**config.mk**
```make
export PLATFORM = sky130hd
export DESIGN_NAME = button_bank
export DESIGN_NICKNAME = d
export VERILOG_FILES = /design/src/rtl/button_pkg.sv /design/src/rtl/button_channel.sv /design/src/rtl/button_bank.sv
export SDC_FILE = /design/constraint.sdc
export NUM_CORES = 1
export LEC_CHECK = 0
export CAP_MARGIN = 30
export CORE_MARGIN = 5
export CORE_UTILIZATION = 30
export DETAILED_ROUTE_END_ITERATION = 12
export PLACE_DENSITY_LB_ADDON = 0.25
export SYNTH_ARGS = -nofsm -noshare
export SYNTH_HDL_FRONTEND = slang
export SYNTH_SLANG_ARGS = --single-unit
```
**constraint.sdc**
```tcl
create_clock -name clk -period 8.1 [get_ports clk]
set_clock_uncertainty 0.15 [all_clocks]
set_input_delay 0.81 -clock clk [delete_from_list [all_inputs] [get_ports clk]]
set_output_delay 0.81 -clock clk [all_outputs]
set_load 0.05 [all_outputs]
```
**src/rtl/button_pkg.sv**
```systemverilog
// Shared types and width helpers for the push-button conditioner.
package button_pkg;

    typedef enum logic [1:0] {
        IDLE = 2'd0,
        HELD = 2'd1,
        LONG = 2'd2
    } hold_state_t;

    // Counter width for values up to v-1, never narrower than one bit.
    function automatic int clog2_min1(input int v);
        return (v <= 2) ? 1 : $clog2(v);
    endfunction

    function automatic int max2(input int a, input int b);
        return (a > b) ? a : b;
    endfunction

endpackage

```
**src/rtl/button_channel.sv**
```systemverilog
// One button lane: polarity fix, 2-flop sync, debounce, and press/hold event generation.
module button_channel
    import button_pkg::*;
#(
    parameter int DB_CYCLES     = 500000,
    parameter int LONG_CYCLES   = 50000000,
    parameter int REPEAT_CYCLES = 10000000,
    parameter int REPEAT_EN     = 1,
    parameter bit INVERT        = 1'b0
) (
    input  logic        clk,
    input  logic        rst,
    input  logic        x,
    output logic        level,
    output logic        press,
    output logic        release_evt,
    output logic        long_press,
    output logic        repeat_evt,
    output hold_state_t state
);

    localparam int DB_W   = clog2_min1(DB_CYCLES);
    localparam int HOLD_W = clog2_min1(max2(LONG_CYCLES, REPEAT_CYCLES));
    localparam logic [DB_W-1:0]   DB_MAX   = DB_W'(DB_CYCLES - 1);
    localparam logic [HOLD_W-1:0] LONG_MAX = HOLD_W'(LONG_CYCLES - 1);
    localparam logic [HOLD_W-1:0] REP_MAX  = HOLD_W'(REPEAT_CYCLES - 1);

    logic              s1;
    logic              s2;
    logic [DB_W-1:0]   db_cnt;
    logic              differ;
    logic              accept;
    logic              rise;
    logic              fall;

    logic [HOLD_W-1:0] hold_cnt;
    logic [HOLD_W-1:0] cnt_nxt;
    hold_state_t       state_nxt;
    logic              long_nxt;
    logic              rpt_nxt;

    assign differ = (s2 != level);
    assign accept = differ && (db_cnt == DB_MAX);
    assign rise   = accept && s2;
    assign fall   = accept && !s2;

    // Any sample agreeing with the current level restarts the stability count.
    always_ff @(posedge clk or posedge rst) begin
        if (rst) begin
            s1          <= 1'b0;
            s2          <= 1'b0;
            db_cnt      <= '0;
            level       <= 1'b0;
            press       <= 1'b0;
            release_evt <= 1'b0;
        end else begin
            s1          <= x ^ INVERT;
            s2          <= s1;
            press       <= rise;
            release_evt <= fall;
            if (!differ) begin
                db_cnt <= '0;
            end else if (db_cnt == DB_MAX) begin
                level  <= s2;
                db_cnt <= '0;
            end else begin
                db_cnt <= db_cnt + DB_W'(1);
            end
        end
    end

    always_ff @(posedge clk or posedge rst) begin
        if (rst) begin
            state      <= IDLE;
            hold_cnt   <= '0;
            long_press <= 1'b0;
            repeat_evt <= 1'b0;
        end else begin
            state      <= state_nxt;
            hold_cnt   <= cnt_nxt;
            long_press <= long_nxt;
            repeat_evt <= rpt_nxt;
        end
    end

    // The FSM follows the accept strobes so it moves in the same edge as press/release.
    always_comb begin
        state_nxt = state;
        cnt_nxt   = hold_cnt;
        if (fall) begin
            state_nxt = IDLE;
            cnt_nxt   = '0;
        end else begin
            case (state)
                IDLE: begin
                    if (rise) begin
                        state_nxt = HELD;
                        cnt_nxt   = '0;
                    end
                end
                HELD: begin
                    if (hold_cnt == LONG_MAX) begin
                        state_nxt = LONG;
                        cnt_nxt   = '0;
                    end else begin
                        cnt_nxt = hold_cnt + HOLD_W'(1);
                    end
                end
                LONG: begin
                    if ((REPEAT_EN != 0) && (hold_cnt == REP_MAX)) begin
                        cnt_nxt = '0;
                    end else if ((REPEAT_EN != 0) || (hold_cnt != '1)) begin
                        cnt_nxt = hold_cnt + HOLD_W'(1);
                    end
                end
                default: begin
                    state_nxt = IDLE;
                    cnt_nxt   = '0;
                end
            endcase
        end
    end

    // A release landing on a threshold suppresses that threshold's pulse.
    always_comb begin
        long_nxt = 1'b0;
        rpt_nxt  = 1'b0;
        if (!fall) begin
            long_nxt = (state == HELD) && (hold_cnt == LONG_MAX);
            rpt_nxt  = (REPEAT_EN != 0) && (state == LONG) && (hold_cnt == REP_MAX);
        end
    end

endmodule

```
**src/rtl/button_bank.sv**
```systemverilog
// Bank of identical, independent button conditioners, one lane per pin.
module button_bank
    import button_pkg::*;
#(
    parameter int               N_BTN         = 4,
    parameter int               DB_CYCLES     = 500000,
    parameter int               LONG_CYCLES   = 50000000,
    parameter int               REPEAT_CYCLES = 10000000,
    parameter int               REPEAT_EN     = 1,
    parameter logic [N_BTN-1:0] ACTIVE_LOW    = '0
) (
    input  logic                    clk,
    input  logic                    rst,
    input  logic        [N_BTN-1:0] x,
    output logic        [N_BTN-1:0] level,
    output logic        [N_BTN-1:0] press,
    output logic        [N_BTN-1:0] release_evt,
    output logic        [N_BTN-1:0] long_press,
    output logic        [N_BTN-1:0] repeat_evt,
    output hold_state_t [N_BTN-1:0] state
);

    for (genvar i = 0; i < N_BTN; i++) begin : g_ch
        button_channel #(
            .DB_CYCLES    (DB_CYCLES),
            .LONG_CYCLES  (LONG_CYCLES),
            .REPEAT_CYCLES(REPEAT_CYCLES),
            .REPEAT_EN    (REPEAT_EN),
            .INVERT       (ACTIVE_LOW[i])
        ) u_ch (
            .clk        (clk),
            .rst        (rst),
            .x          (x[i]),
            .level      (level[i]),
            .press      (press[i]),
            .release_evt(release_evt[i]),
            .long_press (long_press[i]),
            .repeat_evt (repeat_evt[i]),
            .state      (state[i])
        );
    end

endmodule
```
======== After elaboration in Yosys (flattened, before gate mapping) ========
Cells that the tools add are included.
Widths: inputs -> output; s select.
word-level totals
  bits in registers ....................... 216
  input bits .............................. 6
  output and inout port bits .............. 28
  logic and storage cells ................. 172
operators by class
  add/sub/neg operators ................... 8
  equality and inequality tests ........... 36
  mux-type cells .......................... 52
  reduce and logical (&&, ||, !) cells .... 36
operators by type and width
  operator               count
  $mux 26                16
  $pmux 26 s3            4
  $mux 19                8
  $add 26x1->26 const B  4
  $eq 26x24->1 const B   4
  $eq 26x26->1 const B   4
  $add 19x1->19 const B  4
  $eq 19x19->1 const B   4
  $mux 2                 12
  $ne 3x1->1 const B     8
  $pmux 2 s3             4
  $logic_and 1x1->1      20
  $reduce_and 3->1       4
  $eq 2x1->1 const B     4
  $eq 2x2->1 const B     4
  $logic_not 2->1        4
  $mux 1                 8
  $ne 2x1->1 const B     4
  $reduce_and 2->1       4
  $logic_not 1->1        4
  $ne 1x1->1             4

======== Depth between registers and ports, before layout ========
  word-level depth ........................ 6
  gate-level depth with buffers ........... 9
  mapped depth without buffers ............ 7

======== Cells and area by module ========
Synthesis repeated with hierarchy kept, for this count alone.
second synthesis, totals
  cell total of the unflattened synthesis .. 1236
  area, all modules ....................... 11916.4 um^2
by module, submodules not included
  module          times used  cells each  area each (um^2)  seq. area each (um^2)
  button_channel  4           309         2979.1            1351.3

======== Least setup slack after synthesis ========
Ideal clock, no wire load.
  kind .................................... reg2reg
  start point ............................. reg g_ch[2].u_ch.db_cnt[0]
  end point ............................... reg g_ch[2].u_ch.hold_cnt[10]
  setup time .............................. 0.096 ns
  arrival ................................. 2.092 ns
  data required time ...................... 7.854 ns
  slack ................................... 5.762 ns
  stages on the path, launching flop included .. 9
  path buffers ............................ 1
  period minus slack after synthesis ...... 2.338 ns
  cell sequence ........................... dfrtp_1 > ha_1 > and4_1 > nand4_1 > nor2_1 > a221oi_1 > clkbuf_1 > nand2_1 > o31ai_1
on the way
  cells in the longest elaborated chain, start to end .. 4
  elaborated cells between the ends (all ways) .. 6
  classes of those cells .................. eq/ne (2); mux (1); reduce/logical (3)
RTL lines
  what                                             line                                        text
  start: declaration                               button_channel.sv:30                        logic [DB_W-1:0] db_cnt;
  start signal: assignment                         button_channel.sv:67                        db_cnt <= db_cnt + DB_W'(1);
  $eq 19x19->1 *                                   button_channel.sv:43                        assign accept = differ && (db_cnt == DB_MAX);
  $logic_and 1x1->1 *                              button_channel.sv:43
  $logic_and 1x1->1, on equally long branches      button_channel.sv:45, button_channel.sv:44
  $ne 3x1->1 (no line) or $mux 26 (tied branches)  -
  end signal: assignment                           button_channel.sv:80                        hold_cnt <= cnt_nxt;
  end: declaration                                 button_channel.sv:36                        logic [HOLD_W-1:0] hold_cnt;
Every way passes the cells marked *; elsewhere a longest branch is shown, timed or not.
A chain may end at the register's enable or synchronous reset.

======== Final worst setup path ========
  start point ............................. reg g_ch[1].u_ch.db_cnt[0]
  end point ............................... reg g_ch[1].u_ch.hold_cnt[8]
on the way
  cells in the longest elaborated chain, start to end .. 4
  elaborated cells between the ends (all ways) .. 6
  classes of those cells .................. eq/ne (2); mux (1); reduce/logical (3)
RTL lines
  what                                             line                  text
  start: declaration                               button_channel.sv:30
  start signal: assignment                         button_channel.sv:67
  $eq 19x19->1 *                                   button_channel.sv:43
  $logic_and 1x1->1 *                              button_channel.sv:43
  $logic_and 1x1->1 *                              button_channel.sv:45  assign fall = accept && !s2;
  via g_ch[1].u_ch.fall                            button_channel.sv:34  logic fall;
  $ne 3x1->1 (no line) or $mux 26 (tied branches)  -
  end signal: assignment                           button_channel.sv:80
  end: declaration                                 button_channel.sv:36
Mark *: on every way through the listed nets, which the timed path passes. The rest lies on a longest branch.

==> results_dict.tcl <==
set metrics [dict create \
    outcome "finished clean" \
    synthArstFlopShare_pct 100.0 \
    p_per_area_nw_per_um2 179.1 \
    cp_max_fo 22 \
    synth-main-ff-cell "dfrtp_1" \
    cts.path.max_buffers 3 \
    finalHoldViolations 0 \
    fin_cells 1731 \
    leakage_nw 5.342 \
    fp.dieW_um 204.1 \
    power_mw 2.329 \
    cts_tree "yes" \
    grt_max_degree 95 \
    crit_buf_inv 1 \
    setup.worst_path.end_class "flop" \
    overflow 0 \
    synthMuxAreaShare_pct 0.3985 \
    worst_slew_pin_slew_ns 0.9012 \
    worst_skew_pair.late_latency_ns 0.53 \
    post-route-period-util_pct 37.91 \
    syn_inst 1184 \
    grt_pass1_vias 8246 \
    route.detailed.drc 0 \
    root_buffer "clkbuf_16" \
    wl_um 23680 \
    grt_pass1_wl_um 41630 \
    io_buffers 33 \
    die_h_um 204.1 \
    layout_min_cycle_time_ns 3.071 \
    yosys.area_share.simple_pct 28.64 \
    antenna_found_initial 0 \
    cts_resized 0 \
    rsz0062_at_grt "false" \
    wl_per_cell_um 13.68 \
    fp-row-count 71 \
    dp_hpwl_um 15650 \
    htreeDepth 1 \
    hp-class "flop to flop" \
    core-area_sq_um 37400 \
    post_cts_buffers 0 \
    fmax_mhz 325.6 \
    io_pins 34 \
    layout.nets 1233 \
    tns_ns 0 \
    drtIter0Drc 432 \
    final_common_cell "dfrtp_1" \
    slew_headroom_pct 39.41 \
    synth-compound-area-share_pct 6.919 \
    firstDrtPassIters 5 \
    ir_worst_vdd_uv 139.6 \
    synth_top_family_by_area "simple AND/OR/NAND/NOR gates" \
    cp-start-kind "flop" \
    cts.sinks 216 \
    yosys.area.top_type "dfrtp_1" \
    dp_cells 1685 \
    area_growth_pct 15.06 \
    cp_slowest_cell "nand2_1" \
    synth_xor_area_share_pct 9.609 \
    netlist_top_cells_area "dfrtp_1 (48%), xor2_1 (5.7%), nor2_1 (5.6%), nand3_1 (4.3%), xnor2_1 (4.0%)" \
    dp_worst_setup_slack_ns 5.014 \
    fin_hold_ws_ns 0.1931 \
    arrival_ns 3.29 \
    required_ns 8.32 \
    synth_cell_types 61 \
    syn_nets 1214 \
    clk_pin_slew_ns 0.06 \
    cpPeakStageDelay_ns 0.59 \
    crit_chain "ha_1 -> and4_1 -> nand4_1 -> nor4_2 -> a211oi_2 -> buf_4 -> nand2_1 -> o311ai_1" \
    critPathKind "flop to flop" \
    synth_edf_count 0 \
    critical_path.top_delay_family "simple AND/OR/NAND/NOR gates" \
    final_cell_mix "dfrtp_1 (216), nor2_1 (170), nand2_1 (106)" \
    drive_gt1_share_pct 6.639 \
    synth_top_area_share_pct 47.82 \
    start_util_pct 30.22 \
    drv_cap 0 \
    synth_area_per_cell_sq_um 9.546 \
    finalWorstSetupSlack_ns 5.029 \
    final_util_pct 34.77 \
    insertedDiodeCount 0 \
    num_vias 8485 \
    yosys_warnings 0 \
    grt_use_total_pct 11.53 \
    final_area_sq_um 13000 \
    hold_buffers 0 \
    gp_congestion 0.8096 \
    ys_seq_elements 216 \
    dieArea_sq_um 41650 \
    viasPerCell 4.902 \
    cts_buffers 27 \
    placed_cell_area_sq_um 12100 \
    synth-seq-area-share_pct 47.82 \
    slew_violations 0 \
    antenna_left 0 \
    final-setup-viol-count 0 \
    syn_area_sq_um 11300 \
    synthAdderAreaFrac_pct 2.657 \
]
==> worst paths after layout <==
check	start	end	slack [ns]	cells past startpoint
setup / recovery	g_ch[1].u_ch.db_cnt[0]	g_ch[1].u_ch.hold_cnt[8]	5.03	8
hold / removal	g_ch[3].u_ch.s1	g_ch[3].u_ch.s2	0.19	0
setup reg to reg	g_ch[1].u_ch.db_cnt[0]	g_ch[1].u_ch.hold_cnt[8]	5.03	8
hold reg to reg	g_ch[3].u_ch.s1	g_ch[3].u_ch.s2	0.19	0
max in group asynchronous	rst	g_ch[1].u_ch.db_cnt[11]	6.17	4
min in group asynchronous	rst	g_ch[0].u_ch.release_evt	0.52	2
==> Yosys cell counts (11+ instances only) <==
cell type / count
a21oi_1: 14
a31oi_1: 15
and2_1: 22
and3_1: 37
and4_1: 19
buf_4: 25
clkbuf_1: 21
dfrtp_1: 216
ha_1: 24
inv_1: 35
nand2_1: 106
nand3_1: 96
nand4_1: 50
nor2_1: 170
nor3_1: 23
nor4_1: 18
o21ai_0: 11
o311ai_1: 15
o31ai_1: 18
xnor2_1: 51
xor2_1: 73
==> flip-flops by register name, indices dropped and copies added, names as in the netlist <==
signal	flops
g_ch.u_ch.state	8
g_ch.u_ch.s2	4
g_ch.u_ch.long_press	4
g_ch.u_ch.repeat_evt	4
g_ch.u_ch.hold_cnt	104
g_ch.u_ch.s1	4
g_ch.u_ch.press	4
g_ch.u_ch.db_cnt	76
g_ch.u_ch.level	4
g_ch.u_ch.release_evt	4
==> where the power goes <==
part / internal (mW) / switching (mW)
logic: 0.0111 / 0.0322
clock network: 0.746 / 0.447
registers: 1.09 / 0.00633
total: 1.84 / 0.486
==> layout make-up <==
class | count | area (sq um)
fillers | 3787 | 24400
multi-input cells | 878 | 5460
flip-flops and latches | 216 | 5405
clock buffers | 43 | 855.8
well taps | 511 | 639.4
repair buffers | 45 | 460.4
inverters | 35 | 138.9
clock inverters | 3 | 43.79
==> per-layer routing <==
| layer | share of wire [%] | global-route usage (%) | vias to the layer above |
|---|---|---|---|
| met5 | 0 | 0 | - |
| met4 | 2.0 | 2.656 | 0 |
| met3 | 3.7 | 1.745 | 27 |
| met2 | 44 | 17.62 | 125 |
| met1 | 50 | 17.27 | 4114 |
| li1 | - | - | 4219 |
==> kinds of logic (layout without fill, tap and decap cells) <==
group,count (synthesis),in the layout
xor+xnor,124,124
mux,4,4
fa+ha+maj,24,24
compound gates,109,109
flops,216,216
simple gates,617,617
buf+inv,90,126
Note: power is estimated with default switching activity, not from simulation.
